**src/rtl/binary_down_counter.sv**
```systemverilog
// Loadable, cascadable binary down counter with combinational zero and borrow (udf) outputs.
// Define BINARY_DOWN_COUNTER_RELOAD_EN to turn the wrap into an auto-reload from the last loaded value.
module binary_down_counter #(
  parameter int BITS = 4
) (
  input  logic            clk,
  input  logic            rst,
  input  logic            ena,
  input  logic            load,
  input  logic [BITS-1:0] load_val,
  output logic [BITS-1:0] out,
  output logic            zero,
  output logic            udf
);

  logic [BITS-1:0] cnt;
  logic [BITS-1:0] cnt_next;
  logic [BITS-1:0] wrap_val;
  logic [BITS:0]   b;

  // Ripple borrow: bit i toggles while every lower bit is already zero.
  always_comb begin
    b    = '0;
    b[0] = ena;
    for (int i = 0; i < BITS; i++) begin
      b[i+1] = ~cnt[i] & b[i];
    end
  end

  assign udf  = b[BITS] & ~load & ~rst;
  assign zero = (cnt == '0);
  assign out  = cnt;

`ifdef BINARY_DOWN_COUNTER_RELOAD_EN
  logic [BITS-1:0] reload_reg;

  always_ff @(posedge clk or posedge rst) begin
    if (rst) begin
      reload_reg <= '0;
    end else if (load) begin
      reload_reg <= load_val;
    end
  end

  assign wrap_val = reload_reg;
`else
  assign wrap_val = '1;
`endif

  // NOTE: combinational blocks assign every output a default first so no latch is inferred.
  always_comb begin
    cnt_next = cnt;
    if (load) begin
      cnt_next = load_val;
    end else if (udf) begin
      cnt_next = wrap_val;
    end else begin
      cnt_next = cnt ^ b[BITS-1:0];
    end
  end

  // NOTE: state registers use non-blocking assignments so every flop samples pre-edge values.
  always_ff @(posedge clk or posedge rst) begin
    if (rst) begin
      cnt <= '0;
    end else begin
      cnt <= cnt_next;
    end
  end

endmodule

```
**config.mk**
```make
export PLATFORM = sky130hd
export DESIGN_NAME = binary_down_counter
export DESIGN_NICKNAME = d
export VERILOG_FILES = /design/src/rtl/binary_down_counter.sv
export SDC_FILE = /design/constraint.sdc
export NUM_CORES = 1
export LEC_CHECK = 0
export ABC_AREA = 1
export CAP_MARGIN = 20
export CORE_AREA = 5 5 42 44
export DETAILED_ROUTE_END_ITERATION = 10
export DIE_AREA = 0 0 47 49
export HOLD_SLACK_MARGIN = 0.08
export PLACE_DENSITY_LB_ADDON = 0.05
export SYNTH_ARGS = -nofsm -noshare
export SYNTH_HDL_FRONTEND = slang
export SYNTH_SLANG_ARGS = --single-unit
```
**constraint.sdc**
```tcl
create_clock -name clk -period 3 [get_ports clk]
set_clock_uncertainty 0.05 [all_clocks]
set_input_delay 0.6 -clock clk [delete_from_list [all_inputs] [get_ports clk]]
set_output_delay 0.6 -clock clk [all_outputs]
set_load 0.01 [all_outputs]
```
* Word-level counts from Yosys, hierarchy flattened
Cells that the tools add are included.
** Operators by class
- Mux-type cells :: 2
- Bitwise logic cells :: 13
- Reductions and logical operators :: 1
** Operators by type and width (number)
- 2-to-1 mux 4 bit :: 2
- bitwise AND 1 bit :: 6
- inverter 1 bit :: 6
- zero test 4 bit :: 1
- bitwise XOR 4 bit :: 1
** Storage, ports and cells
- Register bits after elaboration :: 4
- Input bits :: 8
- Output and inout port bits :: 6
- Word-level logic and storage cells :: 17

* Logic depth before layout (Yosys ltp)
Gate-level depths: netlist of run 1.
- Word-level depth :: 9
- Mapped depth :: 8
- Gate-level depth less buffers :: 8

* Least setup slack after synthesis of run 1
OpenSTA, ideal clock, no wires.
- Path kind :: input port to output port
- From :: in ena
- To :: out udf
- Data arrival time :: 1.485 ns
- Data required time :: 2.350 ns
- Slack :: 0.865 ns
- Cell stages on the path :: 6
- Path buffers :: 0
- Cells stage by stage :: ha_1 -> ha_1 -> ha_1 -> ha_1 -> nand2_1 -> nor2_1
** On the way
- Word-level cells in the longest chain between the ends :: 6
** RTL lines
- start, declared :: RTL line 8 : input logic ena,
- bitwise AND 1 bit (4 in a row) :: RTL line 26 : b[i+1] = ~cnt[i] & b[i];
- bitwise AND 1 bit (2 in a row) :: RTL line 30 : assign udf = b[BITS] & ~load & ~rst;
- end, declared :: RTL line 13 : output logic udf
Every way passes these cells.

* Worst setup path in the final report of run 1
Ends and elaborated chain as after synthesis.

==> run_results.csv, run 1 <==
group,metric,value,unit
sta,finalSetupViolCount,0,
pwr,vdd.ir_drop.worst,0.000246,V
pwr,p_sw,0.0498,mW
worst_setup_path,critPathKind,"input pin to primary output",
worst_setup_path,crit_top_cell,"ha_1",
synthesis,syn_nets,46,
synthesis,yosysSeqAreaShare,0.394,
sta,fin_ws,189,ps
worst_setup_path,crit_required,2350,ps
synthesis,synth_area,254,µm²
floorplan,rows,14,
cells_and_area,fin_nets,65,
routing,antenna_left,0,
sta,drv_slew,0,
pwr,pwr-share-clk,0.351,
global_route,overflow,0,
global_route,grt_pass1_vias,211,
routing,drtPass1Iterations,2,
clocking,ctsHoldBuffers,0,
routing,wl_per_cell,9.31,µm
global_route,track_usage,0.0606,
sta,fmax,0.356,GHz
cells_and_area,drive_above_1_share,0.0980,
sta,slew_headroom,0.852,
floorplan,die_area,2300,µm²
cells_and_area,diodes,0,
synthesis,synth_largest_area_cell,"dfrtp_1",
sta,finalCritPeriodShare,0.937,
synthesis,ys_ff_latch,4,
pwr,p_seq_frac,0.353,
pwr,p_int,0.136,mW
sta,hold_viol,0,
routing,via_count,244,
clocking,cts_made_buffers,3,
cells_and_area,postLayoutCoreUtil,0.309,
clocking,cts_tree,"built",
clocking,htreeDepth,1,
sta,layout_min_cycle_time,2810,ps
synthesis,yosys_warnings,0,
worst_setup_path,crit_arrival,2160,ps
worst_setup_path,path_buf_inv,2,
sta,whs,497,ps
worst_setup_path,slowest_stage,"clkdlybuf4s50_1",
worst_hold_path,hold_path.class,"input pin to async pin",
routing,first_iter_violations,3,
synthesis,synthDistinctLibCells,9,
cells_and_area,final_common_cell,"clkdlybuf4s50_1",
floorplan,die_h,49,µm
worst_setup_path,path_cells,"clkdlybuf4s50_1 -> ha_1 -> ha_1 -> ha_1 -> ha_1 -> nand2_1 -> nor2_1 -> dlygate4sd2_1",
sta,rsz0062_at_grt,"false",
worst_setup_path,slowest_delay,400,ps
placed_design,pre_cts_ws,0.432,ps
clocking,cts_buffer_depth,2,
clocking,root_buffer,"clkbuf_4",
floorplan,die_w,47,µm
clocking,cts_resized,1,
cells_and_area,area_delta_synth_final,70.4,%
placed_design,numPortBuffers,13,
floorplan,start_util,0.181,
job,max_cap_violations,0,
pwr,pwr-share-comb,0.295,
pwr,power_leakage,0.229,nW
cells_and_area,final_cell_count_no_fill,67,
placed_design,globalplace.congestion,0.756,
routing,finalWirelength,624,µm
cells_and_area,mostFrequentLayoutCells,"clkdlybuf4s50_1, nor2_1, inv_1",
cells_and_area,largest_reg_flops,4,
global_route,grt_max_degree,7,
synthesis,synth_top_area_share,0.394,
outcome,status,"complete, no violations",
worst_setup_path,worstSetupStartpointType,"input pin",
routing,drt_drc_violations_left,0,
pwr,p_sw_frac,0.268,
floorplan,core-area,1400,µm²
pwr,power,0.186,mW
worst_setup_path,cp_top_family,"adder cells",
pwr,p_per_area,429,nW/µm²
routing,vias_per_cell,3.64,
cells_and_area,nFillCells,158,
placed_design,place_hpwl,544,µm
clocking,clk_pin_slew,40,ps
clocking,post-cts-setup-buffers,0,
placed_design,dp_cells,64,
worst_setup_path,crit_path_end_kind,"primary output",
synthesis,synth_area_leaders,"dfrtp_1, ha_1, nor2_1",
floorplan,num_io_pins,14,
synthesis,syn-mean-instance-area,7.47,µm²
clocking,clock_sinks,4,
global_route,grt_pass1_wl,931,µm
global_route,antenna_found_initial,0,
sta,worst_pin_slew,222,ps
synthesis,syn-instance-count,34,
clocking,insertion_delay,230,ps
worst_setup_path,crit_path_max_fanout,2,
==> power by group through the flow <==
stage	registers [mW]	clock network (mW)	logic [mW]
global placement	0.0663	0	0.0569
finish	0.0656	0.0652	0.0549
detailed placement	0.0663	0	0.0565
global route	0.0666	0.0749	0.0613
CTS	0.0656	0.0686	0.0564
floorplan	0.0691	0	0.0217
==> cell usage after synthesis <==
library cell,count
nor2_1,9
inv_1,8
a21oi_1,4
dfrtp_1,4
ha_1,4
nand2_1,2
clkinv_1,1
inv_2,1
nor3_1,1
==> cell families after synthesis <==
kind of cell,count (synthesis),synth area share
DFF,4,0.394
adders and majority gates,4,0.197
and+or+nand+nor,12,0.182
buffers and inverters,10,0.148
AOI/OAI and AO/OA,4,0.0788
==> metrics by stage <==
step	setup TNS, ps	instance area, µm²
5_1_grt	0	433
4_1_cts	0	433
6_report	0	433
3_3_place_gp	-15.5	412
3_5_place_dp	0	412
2_1_floorplan	0	254
==> final timing paths <==
path	from	to	slack (ps)	cells after the start
min	rst	out[0]	500	2
min in group clk	out[0]	out[0]	730	5
max in group asynchronous	rst	out[2]	2270	2
min reg2reg	out[0]	out[0]	730	5
max	ena	udf	190	8
max reg2reg	out[0]	out[3]	1420	8
==> layer usage <==
layer | track usage | share of wire
met3 | 0.0590 | 0.11
met5 | 0 | 0
met1 | 0.0639 | 0.40
met4 | 0.0138 | 0
met2 | 0.0860 | 0.49
==> area by class of cell <==
type	instances	area, µm²	area share
clock buffers	3	22.5	0.0520
inverters	10	37.5	0.0867
multi-input cells	20	116	0.269
flip-flops and latches	4	100	0.231
well taps	16	20.0	0.0462
repair buffers	14	136	0.315
No activity file was read; power rests on OpenSTA's default activity.
==> inputs of run 2 (changes only) <==
--- a/config.mk
+++ b/config.mk
@@ -5,12 +5,12 @@
 export SDC_FILE = /design/constraint.sdc
 export NUM_CORES = 1
 export LEC_CHECK = 0
-export ABC_AREA = 1
 export CAP_MARGIN = 20
 export CORE_AREA = 5 5 42 44
 export DETAILED_ROUTE_END_ITERATION = 10
 export DIE_AREA = 0 0 47 49
 export HOLD_SLACK_MARGIN = 0.08
+export MAX_ROUTING_LAYER = met4
 export PLACE_DENSITY_LB_ADDON = 0.05
 export SYNTH_ARGS = -nofsm -noshare
 export SYNTH_HDL_FRONTEND = slang
==> run_results.csv, run 2 <==
group,metric,value,unit
routing,antenna_left,0,
global_route,grt_pass1_wl,903,µm
global_route,grt_pass1_vias,248,
cells_and_area,final_cell_count_no_fill,58,
pwr,power,0.182,mW
clocking,cts_buffer_depth,2,
synthesis,ys_ff_latch,4,
synthesis,synthArstFlopShare,1.00,
synthesis,synth_area_leaders,"dfrtp_1, ha_1, nor2b_1",
floorplan,die_w,47,µm
global_route,overflow,0,
sta,worst_pin_slew,217,ps
global_route,grt_max_degree,7,
floorplan,rows,14,
floorplan,die_area,2300,µm²
clocking,clock_sinks,4,
sta,finalCritPeriodShare,0.938,
cells_and_area,largest_reg_flops,4,
clocking,insertion_delay,230,ps
placed_design,placed_area,410,µm²
worst_setup_path,slowest_stage,"clkdlybuf4s50_1",
floorplan,core-area,1400,µm²
clocking,root_buffer,"clkbuf_4",
worst_setup_path,reg2regPathDepth,8,
synthesis,synth_edf_count,0,
worst_setup_path,endpoint,"udf",
synthesis,synth_largest_area_cell,"dfrtp_1",
job,max_cap_violations,0,
worst_setup_path,r2r_setup_slack,1380,ps
cells_and_area,nFillCells,162,
sta,drv_slew,0,
synthesis,syn-mean-instance-area,10.1,µm²
sta,whs,522,ps
synthesis,yosys_warnings,0,
routing,via_count,248,
placed_design,numPortBuffers,13,
worst_setup_path,worstSetupStartpointType,"input pin",
cells_and_area,mostFrequentLayoutCells,"clkdlybuf4s50_1, inv_1, nor2b_1, ha_1, dfrtp_1",
synthesis,synth_top_area_share,0.396,
global_route,track_usage,0.0601,
pwr,power_leakage,0.212,nW
clocking,ctsHoldBuffers,0,
outcome,status,"complete, no violations",
routing,drtPass1Iterations,4,
worst_setup_path,crit_required,2350,ps
floorplan,die_h,49,µm
floorplan,num_io_pins,14,
sta,layout_min_cycle_time,2810,ps
pwr,vdd.ir_drop.worst,0.000107,V
global_route,antenna_found_initial,0,
worst_setup_path,worstReg2RegStart,"out[0]",
placed_design,place_hpwl,511,µm
worst_setup_path,crit_top_cell,"ha_1",
placed_design,dp_cells,55,
sta,fmax,0.355,GHz
sta,rsz0062_at_grt,"false",
synthesis,synth_most_common_cell,"inv_1",
worst_setup_path,critPathKind,"input pin to primary output",
floorplan,start_util,0.180,
worst_setup_path,reg2reg_to,"out[3]",
clocking,cts_made_buffers,3,
worst_setup_path,crit_path_max_fanout,2,
cells_and_area,area_delta_synth_final,70.8,%
clocking,clk_pin_slew,40,ps
cells_and_area,drive_above_1_share,0.143,
clocking,cts_tree,"built",
worst_setup_path,crit_path_end_kind,"primary output",
cells_and_area,diodes,0,
routing,first_iter_violations,4,
synthesis,synth-main-ff-cell,"dfrtp_1",
cells_and_area,final_common_cell,"clkdlybuf4s50_1",
synthesis,syn_nets,37,
synthesis,ys_top_cells_by_count,"inv_1, dfrtp_1, ha_1, nor2b_1, a31oi_1",
sta,hold_viol,0,
routing,vias_per_cell,4.28,
pwr,p_per_area,422,nW/µm²
sta,tns,0,ps
routing,wl_per_cell,9.69,µm
worst_hold_path,hold_path.class,"input pin to async pin",
worst_setup_path,crit_arrival,2160,ps
synthesis,syn-instance-count,25,
sta,slew_headroom,0.854,
synthesis,synthDistinctLibCells,9,
routing,finalWirelength,562,µm
cells_and_area,final_cell_area,432,µm²
worst_setup_path,path_cells,"clkdlybuf4s50_1 -> ha_1 -> ha_1 -> ha_1 -> ha_1 -> nand2b_4 -> nor2_1 -> dlygate4sd2_1",
placed_design,globalplace.congestion,0.653,
cells_and_area,fin_nets,56,
worst_setup_path,worstSetupStartpoint,"ena",
synthesis,yosysSeqAreaShare,0.396,
worst_setup_path,slowest_delay,400,ps
routing,drt_drc_violations_left,0,
synthesis,synth_area,253,µm²
clocking,htreeDepth,1,
sta,finalSetupViolCount,0,
==> run 2: cell count changes after synthesis <==
cell	change
nor2_1	-8
a21oi_1	-4
nor2b_1	+4
a31oi_1	+3
inv_1	-2
nand2_1	-2
a31oi_2	+1
clkinv_1	-1
inv_2	-1
nand2b_4	+1
nor3_1	-1
nor4_1	+1
==> run 2: what timing repair did <==
item,CTS,global route
endpoints found under the setup margin,1,0
setup buffers,0,0
resized for setup,1,0
==> run 2: through the flow <==
step | utilization | worst slack, ps
6_report | 0.308 | 186
5_1_grt | 0.308 | 115
4_1_cts | 0.308 | 166
3_5_place_dp | 0.293 | -25.8
3_3_place_gp | 0.293 | -14.5
2_1_floorplan | - | 875
==> run 2: cell families after synthesis <==
kind of cell               share of synthesized area
AOI/OAI and AO/OA                              0.124
adders and majority gates                      0.198
buffers and inverters                         0.0891
DFF                                            0.396
and+or+nand+nor                                0.193
==> run 2: worst min path at each step <==
stage / endpoint / slack, ps / depth (start not counted)
finish: out[1] / 520 / 2
CTS: out[1] / 520 / 2
detailed placement: out[0] / 640 / 3
global route: out[1] / 570 / 2
global placement: out[0] / 630 / 3
floorplan: out[0] / 320 / 1
==> run 2: critical path, delay by kind of cell <==
family,cells,cell delay [ps]
and+or+nand+nor,2,120
buffers and inverters,2,680
adders and majority gates,4,770
==> run 2: power by group <==
group	internal [mW]	switching [mW]
combinational	0.0308	0.0197
clock	0.0447	0.0210
sequential	0.0612	0.00482
total	0.137	0.0455
==> run 2: area by class of cell <==
cell class | instances | area (µm²) | share of cell area
Timing Repair Buffer | 14 | 136 | 0.316
Multi-Input combinational cell | 15 | 130 | 0.301
Clock buffer | 3 | 22.5 | 0.0522
Tap cell | 16 | 20.0 | 0.0464
Inverter | 6 | 22.5 | 0.0522
Sequential cell | 4 | 100 | 0.232
==> run 2: routing by layer <==
| layer | GRT usage | share of wire | up-vias | routed length (µm) |
|---|---|---|---|---|
| li1 | - | - | 120 | - |
| met1 | 0.0576 | 0.35 | 107 | 195 |
| met2 | 0.0814 | 0.45 | 17 | 253 |
| met3 | 0 | 0.13 | 4 | 75 |
| met4 | 0.0968 | 0.066 | 0 | 37 |
| met5 | - | 0 | - | 0 |
==> inputs of run 3 (changes only) <==
--- a/config.mk
+++ b/config.mk
@@ -5,7 +5,6 @@
 export SDC_FILE = /design/constraint.sdc
 export NUM_CORES = 1
 export LEC_CHECK = 0
-export CAP_MARGIN = 20
 export CORE_AREA = 5 5 42 44
 export DETAILED_ROUTE_END_ITERATION = 10
 export DIE_AREA = 0 0 47 49
==> constraint.sdc (replaced) <==
create_clock -name clk -period 3 [get_ports clk]
set_clock_uncertainty 0.05 [all_clocks]
set_input_delay 0.9 -clock clk [delete_from_list [all_inputs] [get_ports clk]]
set_output_delay 0.9 -clock clk [all_outputs]
set_load 0.01 [all_outputs]
==> run_results.csv, run 3 (same netlist as run 2, synthesis figures left out) <==
group,metric,value,unit
outcome,status,"complete, no violations",
cells_and_area,drive_above_1_share,0.302,
clocking,insertion_delay,230,ps
sta,finalSetupViolCount,0,
routing,drtPass1Iterations,2,
placed_design,place_hpwl,499,µm
routing,drt_drc_violations_left,0,
routing,wl_per_cell,9.39,µm
global_route,track_usage,0.0636,
placed_design,numPortBuffers,13,
routing,antenna_left,0,
global_route,grt_pass1_wl,979,µm
pwr,pwr-share-comb,0.312,
floorplan,start_util,0.180,
clocking,ctsHoldBuffers,0,
cells_and_area,final_common_cell,"clkdlybuf4s50_1",
worst_setup_path,crit_path_max_fanout,2,
sta,slew_headroom,0.854,
sta,fin_ws,96.0,ps
routing,first_iter_violations,3,
pwr,p_seq_frac,0.350,
sta,finalCritPeriodShare,0.968,
floorplan,rows,14,
pwr,vdd.ir_drop.worst,0.000137,V
clocking,cts_made_buffers,3,
cells_and_area,fin_nets,57,
clocking,clock_sinks,4,
sta,layout_min_cycle_time,2900,ps
clocking,clk_pin_slew,40,ps
routing,via_count,239,
sta,tns,0,ps
sta,rsz0062_at_grt,"false",
worst_setup_path,crit_top_cell,"ha_4",
routing,finalWirelength,554,µm
worst_setup_path,slowest_stage,"ha_2",
sta,drv_slew,0,
global_route,antenna_found_initial,0,
global_route,overflow,0,
worst_setup_path,critPathKind,"input pin to primary output",
job,max_cap_violations,0,
clocking,root_buffer,"clkbuf_4",
pwr,p_sw,0.0485,mW
worst_setup_path,crit_path_end_kind,"primary output",
floorplan,die_h,49,µm
clocking,cts_tree,"built",
floorplan,core-area,1400,µm²
worst_setup_path,crit_arrival,1950,ps
clocking,htreeDepth,1,
global_route,grt_pass1_vias,240,
worst_setup_path,slowest_delay,190,ps
cells_and_area,area.sequential,100,µm²
worst_setup_path,worstSetupStartpointType,"input pin",
placed_design,pre_cts_ws,-615,ps
worst_setup_path,crit_required,2050,ps
sta,hold_viol,0,
global_route,grt_max_degree,6,
pwr,p_per_area,398,nW/µm²
worst_setup_path,path_buf_inv,2,
cells_and_area,largest_reg_flops,4,
pwr,pwr-share-clk,0.338,
pwr,p_int,0.142,mW
worst_setup_path,cp_top_family,"adder cells",
worst_hold_path,hold_path.class,"register to register",
cells_and_area,nFillCells,161,
pwr,power_leakage,0.209,nW
pwr,p_sw_frac,0.255,
cells_and_area,mostFrequentLayoutCells,"clkdlybuf4s50_1, inv_1, nor2b_1, dfrtp_1",
floorplan,die_w,47,µm
routing,vias_per_cell,4.05,
sta,fmax,0.344,GHz
cells_and_area,diodes,0,
worst_setup_path,path_cells,"clkdlybuf4s15_1 -> ha_2 -> ha_4 -> ha_4 -> ha_4 -> nand2b_4 -> nor2_2 -> buf_2",
floorplan,die_area,2300,µm²
clocking,cts_buffer_depth,2,
cells_and_area,area_delta_synth_final,89.1,%
sta,worst_pin_slew,217,ps
cells_and_area,multi_input_area,173,µm²
floorplan,num_io_pins,14,
placed_design,globalplace.congestion,0.650,
-- run 3: per-layer routing --
layer / wire, µm / track usage / vias up
li1: - / - / 121
met1: 247 / 0.0817 / 107
met2: 259 / 0.0747 / 11
met3: 47 / 0 / 0
met4: 0 / 0.0829 / 0
met5: 0 / - / -
-- run 3: cell type report --
type	count	share of cell area
sequential	4	0.209
clock buffer	3	0.0471
inverter	6	0.0471
tap	16	0.0419
timing repair buffer	15	0.293
multi-input combinational	15	0.361
-- run 3: stage by stage --
step                      hold WS, ps  instances   util  total power, mW  instance area (µm²)
after global placement            630         56  0.298            0.119                  418
after global routing              708         59  0.341            0.204                  478
after CTS                         664         59  0.338            0.195                  474
after floorplan                   616         25      -           0.0882                  253
final                             658         59  0.341            0.190                  478
after detailed placement          635         56  0.298            0.119                  418
-- run 3: power by group through the flow --
stage | clock network, mW | registers (mW) | logic [mW]
after floorplan | 0 | 0.0698 | 0.0184
after global placement | 0 | 0.0670 | 0.0516
after detailed placement | 0 | 0.0673 | 0.0519
after CTS | 0.0679 | 0.0668 | 0.0602
after global routing | 0.0694 | 0.0680 | 0.0671
final | 0.0643 | 0.0665 | 0.0594
-- run 3: what timing repair did --
item,CTS,global route
setup endpoints to repair,1,1
pin swaps,5,4
gates resized for setup,12,2
buffers inserted,0,0
-- run 3: final timing paths --
check	start	end	slack (ps)	cells past startpoint
hold reg to reg	out[0]	out[0]	660	3
max in group asynchronous	rst	out[3]	1910	2
setup reg to reg	out[0]	out[0]	1480	8
min in group asynchronous	rst	out[0]	830	2
setup / recovery	ena	udf	100	8
hold / removal	out[0]	out[0]	660	3
-- run 3: worst min-delay path: stages (launching register included) --
cell and delay (ps):
dfrtp_1 390, inv_1 60, ha_2 130, a31oi_1 80
